**src/rtl/shift_issue.sv**
```systemverilog
// Issue stage ahead of the 16-bit shifter: picks the shift amount, folds ROR into ROL and queues requests.
// Latency: a push at edge N is visible on out_* from edge N onward when the queue was empty.
// Backpressure: in_ready drops when the queue is full; out_* hold steady while out_valid & !out_ready.
module shift_issue #(
  parameter int DEPTH = 2,
  parameter int TAG_W = 3
) (
  input  logic             clk,
  input  logic             rst,
  input  logic             flush,
  input  logic             in_valid,
  output logic             in_ready,
  input  logic [15:0]      in_data,
  input  logic [1:0]       in_op,
  input  logic             in_use_imm,
  input  logic [3:0]       in_imm,
  input  logic [15:0]      in_rs,
  input  logic [TAG_W-1:0] in_tag,
  output logic             out_valid,
  input  logic             out_ready,
  output logic [15:0]      out_data,
  output logic             out_shft_rot,
  output logic [3:0]       out_shamt,
  output logic [TAG_W-1:0] out_tag,
  output logic             err
);

  localparam int PW = (DEPTH > 1) ? $clog2(DEPTH) : 1;
  localparam logic [PW:0] DEPTH_C = (PW + 1)'(DEPTH);

  localparam logic [1:0] OP_ROL = 2'b00;
  localparam logic [1:0] OP_SLL = 2'b01;
  localparam logic [1:0] OP_ROR = 2'b10;

  logic [15:0]      mem_data  [DEPTH];
  logic             mem_rot   [DEPTH];
  logic [3:0]       mem_shamt [DEPTH];
  logic [TAG_W-1:0] mem_tag   [DEPTH];

  logic [PW-1:0] wr_ptr;
  logic [PW-1:0] rd_ptr;
  logic [PW:0]   count;

  logic       push;
  logic       pop;
  logic       illegal;
  logic       push_ok;
  logic [3:0] amt;
  logic       enq_rot;
  logic [3:0] enq_shamt;

  assign in_ready  = (count < DEPTH_C);
  assign out_valid = (count != '0);
  assign push      = in_valid & in_ready;
  assign pop       = out_valid & out_ready;
  assign illegal   = (in_op == 2'b11);
  assign push_ok   = push & ~illegal;
  assign amt       = in_use_imm ? in_imm : in_rs[3:0];

  // Translate the op into shifter controls; ROR by n equals ROL by (16 - n) mod 16.
  always_comb begin
    enq_rot   = 1'b0;
    enq_shamt = amt;
    case (in_op)
      OP_ROL:  begin enq_rot = 1'b0; enq_shamt = amt;        end
      OP_SLL:  begin enq_rot = 1'b1; enq_shamt = amt;        end
      OP_ROR:  begin enq_rot = 1'b0; enq_shamt = 4'd0 - amt; end
      default: begin enq_rot = 1'b0; enq_shamt = amt;        end
    endcase
  end

  // Entry storage; no reset needed since out_* are ignored while out_valid is low.
  always_ff @(posedge clk) begin
    if (rst && !flush && push_ok) begin
      mem_data[wr_ptr]  <= in_data;
      mem_rot[wr_ptr]   <= enq_rot;
      mem_shamt[wr_ptr] <= enq_shamt;
      mem_tag[wr_ptr]   <= in_tag;
    end
  end

  // Pointer, occupancy and error-pulse state; reset beats flush, flush beats push/pop.
  always_ff @(posedge clk) begin
    if (!rst) begin
      wr_ptr <= '0;
      rd_ptr <= '0;
      count  <= '0;
      err    <= 1'b0;
    end else if (flush) begin
      wr_ptr <= '0;
      rd_ptr <= '0;
      count  <= '0;
      err    <= 1'b0;
    end else begin
      err <= push & illegal;
      if (push_ok) wr_ptr <= wr_ptr + PW'(1);
      if (pop)     rd_ptr <= rd_ptr + PW'(1);
      case ({push_ok, pop})
        2'b10:   count <= count + (PW + 1)'(1);
        2'b01:   count <= count - (PW + 1)'(1);
        default: count <= count;
      endcase
    end
  end

  assign out_data     = mem_data[rd_ptr];
  assign out_shft_rot = mem_rot[rd_ptr];
  assign out_shamt    = mem_shamt[rd_ptr];
  assign out_tag      = mem_tag[rd_ptr];

endmodule

```
**config.mk**
```make
export PLATFORM = sky130hd
export DESIGN_NAME = shift_issue
export DESIGN_NICKNAME = d
export VERILOG_FILES = /design/src/rtl/shift_issue.sv
export SDC_FILE = /design/constraint.sdc
export NUM_CORES = 1
export LEC_CHECK = 0
export BUFFER_PORTS_ARGS = -buffer_cell sky130_fd_sc_hd__buf_2
export CAP_MARGIN = 10
export CELL_PAD_IN_SITES_DETAIL_PLACEMENT = 0
export CELL_PAD_IN_SITES_GLOBAL_PLACEMENT = 2
export CORE_MARGIN = 5
export CORE_UTILIZATION = 35
export CTS_BUF_LIST = sky130_fd_sc_hd__clkbuf_4
export CTS_CLUSTER_DIAMETER = 120
export DETAILED_ROUTE_END_ITERATION = 10
export PLACE_DENSITY_LB_ADDON = 0.1
export SYNTH_ARGS = -nofsm -noshare
export SYNTH_HDL_FRONTEND = slang
export SYNTH_SLANG_ARGS = --single-unit
```
**constraint.sdc**
```tcl
create_clock -name clk -period 3.3 [get_ports clk]
set_input_delay 0.495 -clock clk [delete_from_list [all_inputs] [get_ports clk]]
set_output_delay 0.495 -clock clk [all_outputs]
set_load 0.02 [all_outputs]
```
After elaboration in Yosys (flattened, before gate mapping)
Memories as Yosys holds them, arrays and structs flattened. A register that Yosys moved wholly into a read port is not among the register bits.
Cells that the tools add are included.

storage, ports and cells
  bits in registers = 5
  input bits = 47
  word-level logic and storage cells = 45
  bits in writable memories = 48
  output and inout bits = 27
  memories kept = 4

memory list
  memory     words  bits a word  read ports  clocked after Yosys merged registers in  wr ports  RTL line  RTL
  mem_data   2      16           1           1                                        1         35        logic [15:0] mem_data [DEPTH];
  mem_shamt  2      4            1           1                                        1         37        logic [3:0] mem_shamt [DEPTH];
  mem_tag    2      3            1           1                                        1         38        logic [TAG_W-1:0] mem_tag [DEPTH];
  mem_rot    2      1            1           1                                        1         36        logic mem_rot [DEPTH];

operators by class
  multiplexer cells = 14
  $add $sub $neg = 5
  bitwise operators = 6
  magnitude comparators = 1
  equal/unequal tests = 5
  reduce and logical (&&, ||, !) cells = 6

operator list
  cell                 number
  $mux 1               11
  $mux 4               2
  $eq 2x2->1 const B   3
  $and 1x1->1          4
  $eq 2x1->1 const B   2
  $pmux 2 s2           1
  $reduce_bool 2->1    2
  $sub 1x4->4 const A  1
  $add 1x1->1 const B  2
  $add 2x1->2 const B  1
  $logic_and 1x1->1    2
  $lt 2x2->1 const B   1
  $not 1->1            2
  $reduce_or 2->1      1
  $sub 2x1->2 const B  1
  $logic_not 1->1      1

Logic depth before layout (Yosys ltp)
Gate-level depths: netlist of run 1.

  depth after elaboration = 6
  gate-level depth with buffers = 6

Worst setup path after synthesis of run 1
No wires, ideal clock.

  path kind = input to register
  start = in flush
  end = mem mem_data[0][0] (enable)
  cell stages on the path = 3
  data arrival time = 2460 ps
  path buffers = 1
  slack = 405 ps
  data required time = 2865 ps
  cells stage by stage = nand2b_1 clkbuf_1 nor3_1

on the way
  longest elaborated chain between the ends = 5

RTL lines
  element                         RTL line  RTL
  from (decl)                     10        input logic flush,
  $logic_not 1->1                 74        if (rst && !flush && push_ok) begin
  $logic_and 1x1->1 (2 in a row)  74
  $mux 1                          74
  $mux 1 (implied by the code)    75        mem_data[wr_ptr] <= in_data;
  to (decl)                       35

Every way passes these cells.

==> metrics.log, run 1 <==
INFO  metric run_status = finished clean
INFO  metric rr_startpoint = count[1]
INFO  metric nets = roughly 240
INFO  metric coreArea = around 6000 um^2
INFO  metric clock_sinks = 54
INFO  metric power = approximately 1.2 mW
INFO  metric holdBufCountCts = 0
INFO  metric worst_path_max_delay_cell = dfxtp_1
INFO  metric grt_antenna_before_repair = 0
INFO  metric synthesis.area = about 2100 um^2
INFO  metric setup_viol = 0
INFO  metric drt-pass1-iter-count = 3
INFO  metric gpl.final_weighted_congestion = ~0.7
INFO  metric grt_pass1_vias = ~1300
INFO  metric clockPowerShare = between 20% and 30%
INFO  metric hpwlAfterDp = about 2.7 mm
INFO  metric mean_number_of_vias_per_cell = between 4 and 5
INFO  metric seq_area_frac_synth = slightly above 70%
INFO  metric cts_root_buffer = clkbuf_4
INFO  metric regToRegSetupSlack = 1760 ps
INFO  metric finalSetupTns = 0 ps
INFO  metric power.switching = between 0.2 and 0.25 mW
INFO  metric cp_data_required_time = 2800 ps
INFO  metric synth_cell_type_count = 30
INFO  metric fin_hold_ws = roughly 320 ps
INFO  metric antenna_cells_inserted = 0
INFO  metric grt_overflow = 0
INFO  metric fillCellCount = between 500 and 600
INFO  metric pwr-share-comb = approximately 8.3%
INFO  metric pin_count = 74
INFO  metric period_share = between 60% and 70%
INFO  metric library_cell_with_the_highest_instance_count_after_synthesis = edfxtp_1
INFO  metric timing.clock.skew = about 6 ps
INFO  metric worstHoldPathType = input port to flip-flop
INFO  metric postSynthAreaPerCell = approximately 17 um^2
INFO  metric clkSlewWorstSetupHoldPaths = roughly 140 ps
INFO  metric die_height = approximately 88 um
INFO  metric p_int = roughly 1 mW
INFO  metric worstMarginPinSlew = between 400 and 500 ps
INFO  metric reg2reg_to = count[1]
INFO  metric area.growth.synth_to_final = 23.01%
INFO  metric rsz0062_at_grt = no
INFO  metric tritoncts = done
INFO  metric track_usage = 9.969%
INFO  metric clk-insertion-delay-late = 350 ps
INFO  metric synth_simple_gate_area_share = under 10%
INFO  metric power.sequential.fraction = roughly 63%
INFO  metric hold_path.startpoint = in_data[11]
INFO  metric worst_slew_margin_rel = between 70% and 80%
INFO  metric critical_path.startpoint_type = flip-flop
INFO  metric postLayoutCoreUtil = between 40% and 50%
INFO  metric vdd_ir_drop_max = around 180 uV
INFO  metric dieArea = 7805 um^2
INFO  metric post_route_cells_drive_above_1_share = 49.74%
INFO  metric worst_path_largest_cell_delay = roughly 600 ps
INFO  metric p_leak = 0.9919 nW
INFO  metric detail_route.drc_violations = 0
INFO  metric drt_wl_total = 3.611 mm
INFO  metric drt_iter0_drc = 28
INFO  metric count_of_flip_flops_with_a_built_in_enable_after_synthesis = 48
INFO  metric setup.worst_path.class = flip-flop to output pin
INFO  metric post-route-min-period = approximately 2300 ps
INFO  metric cts_resized = 0
INFO  metric path_max_fanout = 15
INFO  metric muxShareOfSynthArea = between 10 and 15%
INFO  metric place.port_buffers = 61
INFO  metric placement.setup.worst_slack = roughly 1300 ps
INFO  metric clock_tree.buffer_depth = 2
INFO  metric std_cell_rows = 28
INFO  metric timing.reg2reg.worst_path_depth = 5
INFO  metric compound_gate_portion_of_the_synthesized_area = 2.097%
INFO  metric synth_xor_area_share = between 1.5 and 2%
INFO  metric starting_utilization_of_the_core_area = between 30% and 40%
INFO  metric fmax = ~0.44 GHz
INFO  metric post_synth_top_area_cell = edfxtp_1
INFO  metric grt_first_pass_wirelength = 5.858 mm
INFO  metric power_density = roughly 460 nW/um^2
INFO  metric synth_top_flop_cell = edfxtp_1
INFO  metric ant_nets = 0
INFO  metric hold_path_sink = mem_data[1][11]
INFO  metric tritoncts.num_buffers = 5
INFO  metric hold_path_depth = 1
INFO  metric synth.yosys.warnings = 0
INFO  metric detail_route.wl_per_cell = 13.37 um
INFO  metric timing.critical_path.cells = buf_4, mux2_2, buf_2
INFO  metric num_vias = 1232
INFO  metric synthArstFlopShare = 0%
INFO  metric worstSetupEndpointType = output pin
INFO  metric die_w = about 88 um
INFO  metric synth_top_family_by_area = multiplexers
INFO  metric timing.max_cap.violations = 0
INFO  metric largest_net_degree_at_the_start_of_global_routing = 25
INFO  metric mappedNetlistNets = about 180
INFO  metric worst-endpoint-arrival = roughly 1800 ps
INFO  metric slew_violations = 0
INFO  metric worst_slack = ~1000 ps
INFO  metric yosys-top-cells-area = edfxtp_1 (67%), mux2_2 (10%), dfxtp_1 (5.6%)
INFO  metric synth_commonest_cells = edfxtp_1 (48), mux2_2 (19), dfxtp_1 (6)
INFO  metric cts-htree-levels = 2
INFO  metric postCtsSetupRepairBufs = 0
INFO  metric finalHoldViolations = 0
INFO  metric syn_inst = roughly 130
INFO  metric netSwitchingFraction = between 20% and 30%
INFO  metric ys_ff_latch = between 50 and 60
INFO  metric yosys.area.top_type_share = 67.09%
INFO  metric synth_fa_ha_area_share = 1.165%
-- cell families (layout without fill, tap and decap cells) --
kind of cell               Yosys count  count (layout)
DFF                                 54              54
muxes                               27              27
and+or+nand+nor                     24              24
AOI/OAI and AO/OA                    8               8
buffers and inverters                8              76
xor gates and xnor gates             4               4
adders and majority gates            2               2
-- layout by cell type, fill, tap and decap left out, types with 2 or more instances in the layout --
master | Yosys | routed
mux2_2 | 19 | 19
nor2_1 | 5 | 5
nor3_1 | 5 | 3
or3_1 | 2 | 2
nor3_2 | 0 | 2
mux2i_1 | 3 | 3
o21ai_0 | 3 | 3
buf_2 | 1 | 61
buf_4 | 2 | 4
edfxtp_1 | 48 | 48
nand2b_1 | 2 | 2
xnor2_1 | 3 | 3
a21oi_1 | 3 | 3
inv_1 | 3 | 3
mux2_1 | 5 | 5
ha_1 | 2 | 2
dfxtp_1 | 6 | 6
clkbuf_4 | 0 | 6
-- per-layer routing --
layer	vias to the layer above	part of all wire (%)	global-route usage (%)
li1	609	-	-
met1	580	39	11.20
met2	38	52	17.27
met3	5	7.6	3.724
met4	0	1.1	3.709
met5	-	0	0
-- worst max-delay path, delay by kind of cell, from the launching register on --
kind / cells / cell delay, ps
DFF: 1 / 600
buffers and inverters: 2 / 480
muxes: 1 / 360
-- how the worst max path moves through the flow --
stage | startpoint | end | slack [ps] | cells past startpoint
after global routing | flip-flop | out_tag[2] | 850 | 3
after floorplan | flush | mem_data[0][0] | 410 | 3
after CTS | flip-flop | out_data[3] | 920 | 3
final | flip-flop | out_data[3] | 1020 | 3
after detailed placement | flip-flop | out_data[3] | 1340 | 3
after global placement | flip-flop | out_data[3] | 1370 | 3
-- per-stage QoR --
stage          instances  cell area [um^2]
2_1_floorplan        127              2148
3_3_place_gp         262              2560
3_5_place_dp         262              2560
4_1_cts              270              2643
5_1_grt              270              2643
6_report             270              2643
-- power by group through the flow --
stage	clock network, mW	registers (mW)	logic (mW)
6_report	0.354	0.762	0.102
4_1_cts	0.377	0.763	0.104
3_5_place_dp	0	0.778	0.103
3_3_place_gp	0	0.778	0.100
5_1_grt	0.409	0.764	0.112
2_1_floorplan	0	0.777	0.0603
-- sequential cells by signal, indices dropped and copies added (netlist names), named ones only --
register / flops
mem_data: 32
mem_tag: 6
mem_rot: 2
wr_ptr: 1
mem_shamt: 8
count: 2
err: 1
rd_ptr: 1
-- layout make-up --
type | count | area (um^2) | area share, %
timing repair buffer | 65 | 335.3 | 12.69
inverter | 3 | 11.26 | 0.4261
tap | 75 | 93.84 | 3.551
clock buffer | 6 | 45.04 | 1.705
sequential | 54 | 1562 | 59.09
clock inverter | 2 | 37.54 | 1.420
multi-input combinational | 65 | 558.0 | 21.12
Note: power is estimated with default switching activity, not from simulation.
==> run 2: changes to the inputs <==
Settings changed: ABC_AREA set to 1, CORE_UTILIZATION 35 to 34.
Clock period 3.3 ns to 2.2 ns, I/O delays scaled along.
==> metrics.log, run 2 <==
INFO  metric drt_wl_total = approximately 3.8 mm
INFO  metric count_of_flip_flops_with_a_built_in_enable_after_synthesis = 48
INFO  metric drt_iter0_drc = between 50 and 60
INFO  metric p_leak = ~1.1 nW
INFO  metric run_status = finished clean
INFO  metric hold_path_depth = 1
INFO  metric setup_viol = 0
INFO  metric library_cell_with_the_highest_instance_count_after_synthesis = edfxtp_1
INFO  metric vdd_ir_drop_max = ~320 uV
INFO  metric period_share = 81.58%
INFO  metric starting_utilization_of_the_core_area = around a third
INFO  metric postCtsSetupRepairBufs = 0
INFO  metric worstHoldPathType = input port to flip-flop
INFO  metric regToRegSetupSlack = about 620 ps
INFO  metric clock_tree.buffer_depth = 2
INFO  metric cts-htree-levels = 2
INFO  metric worst_slew_margin_rel = around three quarters
INFO  metric mappedNetlistNets = 196
INFO  metric hpwlAfterDp = 2.807 mm
INFO  metric final_cells = between 200 and 300
INFO  metric yosys-top-cells-area = edfxtp_1 (67%), mux2_2 (13%), dfxtp_1 (5.6%)
INFO  metric ant_nets = 0
INFO  metric post_synth_top_area_cell = edfxtp_1
INFO  metric ys_ff_latch = 54
INFO  metric tritoncts.num_buffers = 5
INFO  metric route.met3.wl = 241 um
INFO  metric coreArea = roughly 6300 um^2
INFO  metric track_usage = about a tenth
INFO  metric reg_top3 = mem_data: 32 flops, mem_shamt: 8 flops, mem_tag: 6 flops
INFO  metric dr.max_layer_used = met4
INFO  metric antenna_cells_inserted = 0
INFO  metric num_vias = around 1300
INFO  metric fmax = roughly 0.56 GHz
INFO  metric area.growth.synth_to_final = 23.16%
INFO  metric detail_route.wl_per_cell = between 10 and 15 um
INFO  metric rsz0062_at_grt = no
INFO  metric synthArstFlopShare = 0%
INFO  metric mean_number_of_vias_per_cell = 4.425
INFO  metric synth_cell_type_count = 22
INFO  metric post-place-cells = 286
INFO  metric timing.max_cap.violations = 0
INFO  metric path_max_fanout = 14
INFO  metric worstSetupEndpointType = output pin
INFO  metric cts_root_buffer = clkbuf_4
INFO  metric setup.worst_path.class = flip-flop to output pin
INFO  metric fillCellCount = 623
INFO  metric mostFrequentLayoutCells = buf_2 (61), edfxtp_1 (48), mux2_2 (24), nand2_1 (21), inv_1 (16)
INFO  metric layout.area.seq = 1562 um^2
INFO  metric post-route-min-period = roughly 1800 ps
INFO  metric most_common_library_cell_in_the_layout_ignoring_fill_and_taps = buf_2
INFO  metric die_w = ~90 um
INFO  metric timing.clock.skew = 16.91 ps
INFO  metric critical_path.startpoint_type = flip-flop
INFO  metric synth_top_flop_cell = edfxtp_1
INFO  metric grt_overflow = 0
INFO  metric tritoncts = done
INFO  metric max_flop_register = mem_data
INFO  metric wl_met1 = ~1.5 mm
INFO  metric place.port_buffers = slightly above 60
INFO  metric dieArea = slightly above 8000 um^2
INFO  metric timing.reg2reg.worst_path_depth = 4
INFO  metric nets = around 270
INFO  metric detail_route.drc_violations = 0
INFO  metric slew_violations = 0
INFO  metric hold_path_sink = mem_data[0][12]
INFO  metric grt_pass1_vias = 1421
INFO  metric clock_sinks = 54
INFO  metric power_density = about 690 nW/um^2
INFO  metric drt-pass1-iter-count = 4
INFO  metric seq_area_frac_synth = between 70% and 80%
INFO  metric std_cell_rows = 29
INFO  metric holdBufCountCts = 0
INFO  metric grt_antenna_before_repair = 0
INFO  metric placement.setup.worst_slack = 581.5 ps
INFO  metric clk-insertion-delay-late = 360 ps
INFO  metric postSynthAreaPerCell = ~15 um^2
INFO  metric largest_reg_flops = 32
INFO  metric gpl.final_weighted_congestion = roughly 0.7
INFO  metric pin_count = 74
INFO  metric yosys.area.top_type_share = between 60% and 70%
INFO  metric worstMarginPinSlew = 350.4 ps
INFO  metric die_height = 89.72 um
INFO  metric synth_commonest_cells = edfxtp_1 (48), mux2_2 (24), nand2_1 (21)
INFO  metric multi_input_comb_area = roughly 520 um^2
INFO  metric synth.yosys.warnings = 0
INFO  metric worst_slack = between 400 and 500 ps
INFO  metric rr_startpoint = count[1]
INFO  metric synthesis.area = 2161 um^2
INFO  metric finalSetupTns = 0 ps
INFO  metric cp_data_required_time = 1870 ps
INFO  metric grt_first_pass_wirelength = 6.306 mm
INFO  metric cts_resized = 0
INFO  metric reg2reg_to = mem_data[1][14]
INFO  metric syn_inst = 147
INFO  metric worst-endpoint-arrival = approximately 1500 ps
INFO  metric routed-wl-met2 = around 2.0 mm
INFO  metric largest_net_degree_at_the_start_of_global_routing = 25
INFO  metric finalHoldViolations = 0
INFO  metric post_route_cells_drive_above_1_share = a little under half
INFO  metric clkSlewWorstSetupHoldPaths = 150 ps
INFO  metric hold_path.startpoint = in_data[12]
## run 2: changes by cell type in the layout (fill, tap and decap cells not counted), sizes merged, moves of 3 or more
cell and delta:
inv +14, mux2i -3, nand2 +20, nand2b -3, nand3 +3, nor3 -3
## run 2: layout make-up
type	instances	share of cell area (%)
Tap cell	77	3.620
Sequential cell	54	58.67
Clock inverter	2	1.410
Clock buffer	6	1.693
Timing Repair Buffer	65	12.60
Inverter	17	2.398
Multi-Input combinational cell	73	19.61
## run 2: layer usage
metal	GRT usage, %	vias up
met2	16.95	38
met1	10.46	608
li1	-	651
met5	0	-
met4	3.401	0
met3	3.840	4
## run 2: how the worst max path moves through the flow
stage | slack (ps) | depth (start not counted) | start | to
2_1_floorplan | 80 | 3 | count[1] | mem_data[1][0]
3_3_place_gp | 610 | 5 | in_op[1] | mem_data[1][13]
3_5_place_dp | 580 | 5 | in_op[1] | mem_data[1][6]
4_1_cts | 350 | 3 | flip-flop | out_data[15]
5_1_grt | 310 | 3 | flip-flop | out_data[3]
6_report | 410 | 3 | flip-flop | out_data[15]
## run 2: kinds of logic after synthesis
family	share of synthesized area [%]
compound gates	2.027
xor+xnor	0.4054
fa+ha+maj	1.158
buf+inv	4.227
flops	72.26
mux	12.51
simple gates	7.413
## run 2: worst max-delay path, stage by stage (launching register included)
cell     delay, ps
dfxtp_1        360
buf_4          220
mux2_2         360
buf_2          160
## run 2: power breakdown
| part | switching [mW] | total (mW) | internal [mW] |
|---|---|---|---|
| Clock | 0.288 | 0.540 | 0.252 |
| Sequential | 0.00475 | 1.14 | 1.14 |
| Combinational | 0.0898 | 0.156 | 0.0660 |
## run 2: per-stage QoR
stage	util, %	total power [mW]	instance area (um^2)	hold WS, ps
finish	42.40	1.837	2661	146.8
detailed placement	41.08	1.324	2579	458.7
global placement	41.08	1.317	2579	450.0
floorplan	-	1.255	2166	428.9
CTS	42.40	1.867	2661	121.3
global route	42.40	1.928	2661	104.7
==> run 3: changes to the inputs <==
Settings changed: CORE_UTILIZATION 34 to 31.
Clock period 2.2 ns to 1.5 ns, I/O delays scaled along.
==> metrics.log, run 3 (synthesis results as in run 2) <==
INFO  metric holdBufCountCts = 0
INFO  metric drt_iter0_drc = 27
INFO  metric setup.worst_path.class = flip-flop to output pin
INFO  metric max_flop_register = mem_data
INFO  metric place.port_buffers = between 60 and 70
INFO  metric timing.critical_path.buf_inv = 2
INFO  metric worstMarginPinSlew = 286.1 ps
INFO  metric slew_violations = 0
INFO  metric clock_sinks = 54
INFO  metric grt_pass1_vias = 1434
INFO  metric timing.clock.skew = around 8.9 ps
INFO  metric mean_number_of_vias_per_cell = 4.260
INFO  metric cp_data_required_time = about 1300 ps
INFO  metric dieArea = between 8000 and 9000 um^2
INFO  metric finalHoldViolations = 0
INFO  metric power = around 2.6 mW
INFO  metric worst_slack = -157.3 ps
INFO  metric critical_path.startpoint_type = flip-flop
INFO  metric worst_path_max_delay_cell = dfxtp_4
INFO  metric gpl.final_weighted_congestion = 0.6660
INFO  metric worst_slew_margin_rel = 80.93%
INFO  metric antenna_cells_inserted = 0
INFO  metric fillCellCount = between 600 and 700
INFO  metric drt_wl_total = between 4 and 5 mm
INFO  metric pin_count = 74
INFO  metric worstHoldPathType = input port to flip-flop
INFO  metric worstSetupEndpointType = output pin
INFO  metric die_w = just over 90 um
INFO  metric fmax = around 0.6 GHz
INFO  metric die_height = between 90 and 100 um
INFO  metric multi_input_comb_area = 606.8 um^2
INFO  metric ant_nets = 0
INFO  metric coreArea = 6794 um^2
INFO  metric grt_antenna_before_repair = 0
INFO  metric tritoncts = done
INFO  metric worst_path_largest_cell_delay = 450 ps
INFO  metric num_vias = about 1300
INFO  metric most_common_library_cell_in_the_layout_ignoring_fill_and_taps = edfxtp_1
INFO  metric reg_top3 = mem_data: 32 flops, mem_shamt: 8 flops, mem_tag: 6 flops
INFO  metric final_cells = 315
INFO  metric cts-htree-levels = 2
INFO  metric rsz0062_at_grt = yes
INFO  metric clock_tree.buffer_depth = 2
INFO  metric post-place-cells = between 300 and 400
INFO  metric track_usage = under 10%
INFO  metric post_route_cells_drive_above_1_share = 48.86%
INFO  metric timing.critical_path.cells = clkbuf_16, mux2_4, buf_6
INFO  metric layout.area.seq = roughly 1600 um^2
INFO  metric tritoncts.num_buffers = 5
INFO  metric detail_route.wl_per_cell = 13.56 um
INFO  metric worst-endpoint-arrival = 1430 ps
INFO  metric timing.max_cap.violations = 0
INFO  metric p_leak = between 1 and 1.5 nW
INFO  metric nets = approximately 270
INFO  metric power_density = ~860 nW/um^2
INFO  metric mostFrequentLayoutCells = edfxtp_1 (48), buf_2 (37), buf_6 (24), nand2_1 (21), mux2_4 (18)
INFO  metric setup_viol = 24
INFO  metric period_share = 110.5%
INFO  metric detail_route.drc_violations = 0
INFO  metric cts_root_buffer = clkbuf_4
INFO  metric grt_first_pass_wirelength = 6.568 mm
INFO  metric vdd_ir_drop_max = roughly 350 uV
INFO  metric starting_utilization_of_the_core_area = a little under a third
INFO  metric std_cell_rows = 30
INFO  metric worst_path_dominant_cell_family = flip-flops
INFO  metric run_status = finished, violations left
INFO  metric hpwlAfterDp = around 2.8 mm
INFO  metric grt_overflow = 0
INFO  metric drt-pass1-iter-count = 4
INFO  metric clk-insertion-delay-late = approximately 370 ps
INFO  metric failed_checks = negative setup slack
INFO  metric largest_net_degree_at_the_start_of_global_routing = 25
INFO  metric area.growth.synth_to_final = 39.37%
INFO  metric largest_reg_flops = 32
INFO  metric post-route-min-period = between 1500 and 2000 ps
INFO  metric path_max_fanout = 6
INFO  metric clkSlewWorstSetupHoldPaths = between 150 and 200 ps
## run 3: changes by cell type in the layout (fill, tap and decap cells not counted), sizes merged
cell	previous run	this run
clkbuf	6	7
bufinv	1	0
clkinv	0	2
## run 3: worst paths after layout
| kind | from | to | slack, ps | depth (start not counted) |
|---|---|---|---|---|
| max | flip-flop | out_data[14] | -160 | 3 |
| max reg2reg | count[1] | count[1] | 90 | 5 |
| min reg2reg | wr_ptr | wr_ptr | 480 | 2 |
| min | in_data[13] | mem_data[0][13] | 30 | 1 |
## run 3: what timing repair did
item,in CTS,in global routing
setup buffers,0,0
hold endpoints to repair,0,0
cloned,1,2
pin swaps,0,0
resized for setup,7,62
setup endpoints to repair,24,24
## run 3: report_power, final
group	internal [mW]	switching (mW)
clock network	0.183	0.444
logic	0.145	0.146
registers	1.67	0.00953
## run 3: layout make-up
class                   instances  share of cell area [%]
clock inverters                 3                  0.7063
repair buffers                 67                   19.69
clock buffers                   5                   1.246
multi-input cells              73                   20.15
flip-flops and latches         54                   52.01
inverters                      17                   2.202
well taps                      96                   3.988
## run 3: stage by stage
stage / cell area, um^2 / hold WS [ps] / setup WS (ps) / util [%] / setup TNS, ps
detailed placement: 2654 / 418.9 / 86.86 / 39.06 / 0
global placement: 2654 / 414.4 / 138.9 / 39.06 / 0
finish: 3012 / 31.73 / -157.3 / 44.33 / -3419
CTS: 2756 / 10.33 / -202.4 / 40.57 / -4388
floorplan: 2196 / 323.9 / -101.9 / - / -2446
global route: 3012 / 1.133 / -224.4 / 44.33 / -5021
## run 3: worst reg2reg max path: cells and delay by family, from the launching register on
family                     cells  cell delay (ps)
DFF                            1              370
and+or+nand+nor                2              350
AOI/OAI and AO/OA              2              380
adders and majority gates      1              220
## run 3: layer usage
layer	vias up	routed length, um	share of wire [%]	track usage (%)
met5	-	0	0	0
met4	0	46	1.1	2.930
met3	5	225	5.3	3.298
met2	40	2257	53	17.63
met1	635	1742	41	10.50
li1	662	-	-	-
